File: src/rtl/pending_encoder8_3_if.sv
// Handshake bundle for pending_encoder8_3: request lines in, encoded index out.
// master = request source / consumer side, slave = the encoder itself.
interface pending_encoder8_3_if #(
    parameter int N_IN   = 8,
    parameter int CODE_W = 3
);
    logic [N_IN-1:0]   in;
    logic              enable;
    logic              ready;
    logic              valid;
    logic [CODE_W-1:0] code;
    logic [CODE_W:0]   pend_count;
    logic              overflow;

    modport master (
        output in, enable, ready,
        input  valid, code, pend_count, overflow
    );

    modport slave (
        input  in, enable, ready,
        output valid, code, pend_count, overflow
    );
endinterface

File: src/rtl/pending_encoder8_3.sv
// pending_encoder8_3: latches request lines into a sticky pending register and
// hands out one encoded index per valid/ready handshake.
// Optional macro ROUND_ROBIN_EN: rotating-start search instead of fixed
// highest-index priority (adds a ptr register).
module pending_encoder8_3 #(
    parameter int N_IN   = 8,
    parameter int CODE_W = 3
) (
    input  logic                 clk,
    input  logic                 rst,
    pending_encoder8_3_if.slave  bus
);

    logic [N_IN-1:0]   pending;
    logic              overflow_q;
    logic [CODE_W-1:0] sel;
    logic [CODE_W:0]   cnt;
    logic              valid_w;
    logic              pop;
    logic [N_IN-1:0]   clr;
    logic [N_IN-1:0]   set;

`ifdef ROUND_ROBIN_EN
    logic [CODE_W-1:0] ptr;
    logic [CODE_W-1:0] idx;
    logic              found;

    // Search from ptr upwards with wrap; first pending line wins.
    always_comb begin
        sel   = '0;
        idx   = '0;
        found = 1'b0;
        for (int unsigned k = 0; k < N_IN; k++) begin
            idx = ptr + CODE_W'(k);
            if (!found && pending[idx]) begin
                sel   = idx;
                found = 1'b1;
            end
        end
    end
`else
    // Fixed priority: ascending scan, so the highest pending index is kept.
    always_comb begin
        sel = '0;
        for (int unsigned k = 0; k < N_IN; k++) begin
            if (pending[k]) begin
                sel = CODE_W'(k);
            end
        end
    end
`endif

    // Population count of the pending register.
    always_comb begin
        cnt = '0;
        for (int unsigned k = 0; k < N_IN; k++) begin
            cnt = cnt + (CODE_W+1)'(pending[k]);
        end
    end

    // Pop/clear and new-request masks for the next-state update.
    always_comb begin
        valid_w = |pending;
        pop     = valid_w & bus.ready;
        clr     = pop ? (N_IN'(1) << sel) : '0;
        set     = bus.enable ? bus.in : '0;
    end

    // Pending/overflow state; a set on a line being cleared wins and is not
    // an overflow.
    always_ff @(posedge clk) begin
        if (rst) begin
            pending    <= '0;
            overflow_q <= 1'b0;
        end else begin
            pending <= (pending & ~clr) | set;
            if (|(set & pending & ~clr)) begin
                overflow_q <= 1'b1;
            end
        end
    end

`ifdef ROUND_ROBIN_EN
    // Advance the search start past the line just served.
    always_ff @(posedge clk) begin
        if (rst) begin
            ptr <= '0;
        end else if (pop) begin
            ptr <= sel + CODE_W'(1);
        end
    end
`endif

    assign bus.valid      = valid_w;
    assign bus.code       = sel;
    assign bus.pend_count = cnt;
    assign bus.overflow   = overflow_q;

endmodule

File: src/flat_wrapper.sv
// flat-port wrapper written by rule: the top's interface ports become plain ports
module pending_encoder8_3_flat 
#(
    parameter int N_IN   = 8,
    parameter int CODE_W = 3
)
  (clk, rst, bus_in, bus_enable, bus_ready, bus_valid, bus_code, bus_pend_count, bus_overflow);
  pending_encoder8_3_if #(.N_IN(N_IN), .CODE_W(CODE_W)) bus_i ();
  input  logic clk;
  input  logic rst;
  input wire logic [$bits(bus_i.in)-1:0] bus_in;
  input wire logic [$bits(bus_i.enable)-1:0] bus_enable;
  input wire logic [$bits(bus_i.ready)-1:0] bus_ready;
  output wire logic [$bits(bus_i.valid)-1:0] bus_valid;
  output wire logic [$bits(bus_i.code)-1:0] bus_code;
  output wire logic [$bits(bus_i.pend_count)-1:0] bus_pend_count;
  output wire logic [$bits(bus_i.overflow)-1:0] bus_overflow;
  assign bus_i.in = bus_in;
  assign bus_i.enable = bus_enable;
  assign bus_i.ready = bus_ready;
  assign bus_valid = bus_i.valid;
  assign bus_code = bus_i.code;
  assign bus_pend_count = bus_i.pend_count;
  assign bus_overflow = bus_i.overflow;
  pending_encoder8_3 #(.N_IN(N_IN), .CODE_W(CODE_W)) u_core (.clk(clk), .rst(rst), .bus(bus_i));
endmodule
File: config.mk
export PLATFORM = sky130hd
export DESIGN_NAME = pending_encoder8_3_flat
export DESIGN_NICKNAME = d
export VERILOG_FILES = /design/src/rtl/pending_encoder8_3_if.sv /design/src/rtl/pending_encoder8_3.sv /design/src/flat_wrapper.sv
export SDC_FILE = /design/constraint.sdc
export NUM_CORES = 1
export LEC_CHECK = 0
export CAP_MARGIN = 20
export CORE_MARGIN = 2
export CORE_UTILIZATION = 43
export DETAILED_ROUTE_END_ITERATION = 12
export PLACE_DENSITY = 0.76
export SLEW_MARGIN = 20
export SYNTH_ARGS = -nofsm -noshare
export SYNTH_HDL_FRONTEND = slang
export SYNTH_SLANG_ARGS = --single-unit
export TNS_END_PERCENT = 20
File: constraint.sdc
create_clock -name clk -period 3.35 [get_ports clk]
set_input_delay 0.335 -clock clk [delete_from_list [all_inputs] [get_ports clk]]
set_output_delay 0.335 -clock clk [all_outputs]
set_load 0.01 [all_outputs]
After elaboration in Yosys (flattened, before gate mapping)
Cells that the tools add are included.
{ "totals": {"register_bits": 9, "inputBits": 12, "out_inout_bits": 9, "word_cells": 27} }
{ "classes": {"addsub": 7, "n_shift": 1, "muxes": 9, "bitwise_logic": 6, "n_reduce_logical": 2} }
{ "ops": {"columns": ["op", "count"], "rows": [
  ["$add 4x1->4", 6],
  ["$and 8x8->8", 3],
  ["$mux 8", 2],
  ["$reduce_or 8->1", 2],
  ["$mux 3", 4],
  ["$not 8->8", 1],
  ["$or 8x8->8", 1],
  ["$shl 1x3->8 const A", 1],
  ["$mux 2", 2],
  ["$add 1x1->2", 1],
  ["$and 1x1->1", 1],
  ["$mux 1", 1]
]} }

Longest topological paths before layout
{ "logic_depth": {"depth_word": 12, "ltp_mapped": 9, "depth_no_buf": 9} }

Worst setup path after synthesis
No wires, ideal clock.
{ "synth_path": {"path_kind": "reg2out", "start": "register u_core.pending[0]", "end": "output port bus_pend_count[2]", "arrival_ns": 2.691, "required_ns": 3.015, "path_slack_ns": 0.324, "stages_incl_launch_ff": 10, "n_path_buf": 0, "path_cell_list": "dfxtp_1 inv_1 ha_1 inv_1 fa_1 fa_1 inv_1 fa_1 fa_1 xor2_1"} }
{ "synth_via": {"elab_chain_len": 7} }
{ "synth_lines": {"columns": ["item", "line", "rtl"], "rows": [
  ["start, declared", "pending_encoder8_3.sv:14", "logic [N_IN-1:0] pending;"],
  ["start signal, assigned", "pending_encoder8_3.sv:76", "pending <= (pending & ~clr) | set;"],
  ["$add 1x1->2", "pending_encoder8_3.sv:57", "cnt = cnt + (CODE_W+1)'(pending[k]);"],
  ["$add 4x1->4 (6 in series)", "pending_encoder8_3.sv:57", null],
  ["end, declared", "flat_wrapper.sv:16", "output wire logic [$bits(bus_i.pend_count)-1:0] bus_pend_count;"]
]} }
Every way passes these cells.

Final worst setup path
{ "layout_path": {"start": "register u_core.pending[1]", "end": "output port bus_pend_count[1]"} }
The elaborated chain is that of the path after synthesis.

==> impl_metrics.toml <==
[yosys]
post_synthesis_sequential_element_count = 9
synth_top_cells_by_area = "sky130_fd_sc_hd__dfxtp_1 26%, sky130_fd_sc_hd__fa_1 11%, sky130_fd_sc_hd__ha_1 7.2%"
synth-edff-count = 0
postSynthNetCount = 102
ys_warn_count = 0
netlist_instances = 82
synth.yosys.seq_area_share_pct = 25.8
dominant_cell_type_by_area_after_synthesis = "sky130_fd_sc_hd__dfxtp_1"
synth_cell_types = 33
post_synth_instance_area_sq_um = 698
synth_top_flop_cell = "sky130_fd_sc_hd__dfxtp_1"
synthesis.area_per_instance_sq_um = 8.51
yosysTopAreaCellShare_pct = 25.8
synthTopCellsByCount = "12 x sky130_fd_sc_hd__inv_1, 9 x sky130_fd_sc_hd__dfxtp_1, 8 x sky130_fd_sc_hd__a21oi_1"
async_reset_ff_share_pct = 0
synthMostInstantiatedCell = "sky130_fd_sc_hd__inv_1"

[timing]
final_min_period_over_clock_period_pct = 96.8
report.final.setup_viol = 0
tightest_slew_ns = 0.434
slew_viol_final = 0
finalClockSkew_ns = 0.00431
finalWorstSetupSlack_ns = 0.108
number_of_failing_hold_endpoints_at_the_final_stage = 0
slew_headroom_pct = 70.7
unrepaired_setup_endpoints_after_global_routing = "yes"
post_route_minimum_period_ns = 3.24
fmaxAchievable_mhz = 308

[clock_network]
hold_fix_buffers_at_cts = 0
cts-buffers-inserted = 3
cts.clk_slew.worst_paths_ns = 0.06
cts_tree = "done"
max-clock-path-buffers = 2
cts.sink_count = 9
worst_skew_pair.late_latency_ns = 0.26
clock_tree.root_cell = "sky130_fd_sc_hd__clkbuf_4"
htree_num_levels = 1

[job]
max_cap_violations = 0

[final_layout]
layout.filler_cells = 144
area_of_the_multi_input_gates_sq_um = 472
layout-drive-gt1-share_pct = 19.4
antennaDiodeCount = 0
flow.area_growth_from_synthesis_pct = 40.0
design.final.nets = 129
register_area_sq_um = 183

[critical_path]
crit_path_max_incr_delay_ns = 0.54
critPathMaxFanout = 2
critPathKind = "flop to output pin"
worstPathRequired_ns = 3.01
ff2ff_setup_slack_ns = 1.83
timing.critical_path.arrival_ns = 2.91
critical_path.slowest_cell = "sky130_fd_sc_hd__fa_2"
path_cells = "inv_2 -> ha_4 -> inv_2 -> fa_1 -> fa_1 -> inv_1 -> fa_2 -> fa_2 -> buf_6"
setup.worst_path.start_class = "flop"
critical_path.endpoint_type = "output pin"

[floorplanning]
effective_utilization_at_floorplan_pct = 46.3
num_ports = 21
die_w_um = 44.3
total_die_area_sq_um = 1960
fp-row-count = 14
floorplan.core_area_sq_um = 1510
chipHeight_um = 44.3

[routing]
wirelength_mm = 1.73
viasPerCell = 5.71
ant_nets = 0
drtPass1Iterations = 4
drc = 0
drt_iter0_markers = 33
via_count = 708
route.detailed.wl_per_inst_um = 13.9

[global_route]
first_pass_grt_wire_length_mm = 2.83
grt_antenna_before_repair = 0
globalRouteOverflowTotal = 0
grt_pass1_vias = 660
pin_count_of_the_biggest_net_entering_global_routing = 11
globalRouteTotalUtil_pct = 20.4

[power_and_ir_drop]
power.total_uw = 362
worst_ir_drop_vdd_v = 0.000254
powerDensity_nw_per_um2 = 370
static-leakage-power_uw = 0.000416

[status]
outcome = "finished clean"

[placement]
detailedPlacementHpwl_mm = 1.38
pre_cts_ws_ns = -0.173
numPortBuffers = 20
place_congestion = 0.776

[worst_hold_path]
timing.hold.worst.class = "flop to flop"
==> cell families after synthesis <==
group                      synth area share, %
AOI/OAI and AO/OA                         28.7
buffers and inverters                     9.14
DFF                                       25.8
adders and majority gates                 18.6
and+or+nand+nor                           16.5
xor gates and xnor gates                  1.25
==> power by group <==
group	leakage, uW	switching [uW]	internal (uW)	total (uW)
logic	0.000326	71.2	81.6	153
clock network	0.0000150	37.9	45.9	83.8
registers	0.0000750	9.92	115	125
==> per-layer routing <==
metal,share of wire (%),track usage (%),vias to the layer above
met5,0,0,-
met1,40,22.3,327
met3,9.2,7.76,4
met4,1.1,5.45,0
li1,-,-,345
met2,49,36.8,32
==> flip-flops by register name (all words and copies together) (netlist names) <==
| signal | cells |
|---|---|
| u_core.pending | 8 |
| u_core.bus.overflow | 1 |
==> worst max-delay path: cells and delay by family (launching register included) <==
family | cells | cell delay (ns)
adders and majority gates | 5 | 2.09
buffers and inverters | 4 | 0.23
DFF | 1 | 0.33
==> cell type report <==
| cell class | instances | share of cell area (%) |
|---|---|---|
| timing repair buffer | 25 | 23.7 |
| clock buffer | 4 | 2.69 |
| inverter | 12 | 4.61 |
| sequential | 9 | 18.7 |
| multi-input combinational | 58 | 48.3 |
| tap | 16 | 2.05 |
==> timing repair <==
action	CTS	global route
pin swaps	2	3
resized for setup	15	4
setup endpoints to repair	3	3
setup buffers	0	0
==> final timing paths <==
kind                                          from                          endpoint  cells past startpoint
setup / recovery      u_core.pending[1]$_SDFF_PP0_                 bus_pend_count[1]                      9
hold / removal    u_core.bus.overflow$_SDFFE_PP0P_  u_core.bus.overflow$_SDFFE_PP0P_                      2
setup reg to reg      u_core.pending[5]$_SDFF_PP0_  u_core.bus.overflow$_SDFFE_PP0P_                      4
hold reg to reg   u_core.bus.overflow$_SDFFE_PP0P_  u_core.bus.overflow$_SDFFE_PP0P_                      2
==> cells in the final DEF, fill, tap and decap left out, drive strengths merged, types with 4 or more instances in the layout <==
cell type,n
a21oi,8
a22oi,4
buf,7
clkbuf,4
clkdlybuf4s50,16
dfxtp,9
fa,4
ha,4
inv,12
nand2,7
nor2,4
==> stage by stage <==
step	cells	TNS, ns	hold slack, ns	area (sq um)	utilization (%)
final	124	0	0.544	977	64.9
after global routing	124	-0.0240	0.567	977	64.9
after CTS	124	-0.0682	0.551	965	64.0
after detailed placement	120	-0.277	0.541	937	62.2
after global placement	120	-0.127	0.544	937	62.2
after floorplan	82	0	0.480	698	-
(Power assumes the default switching activity.)
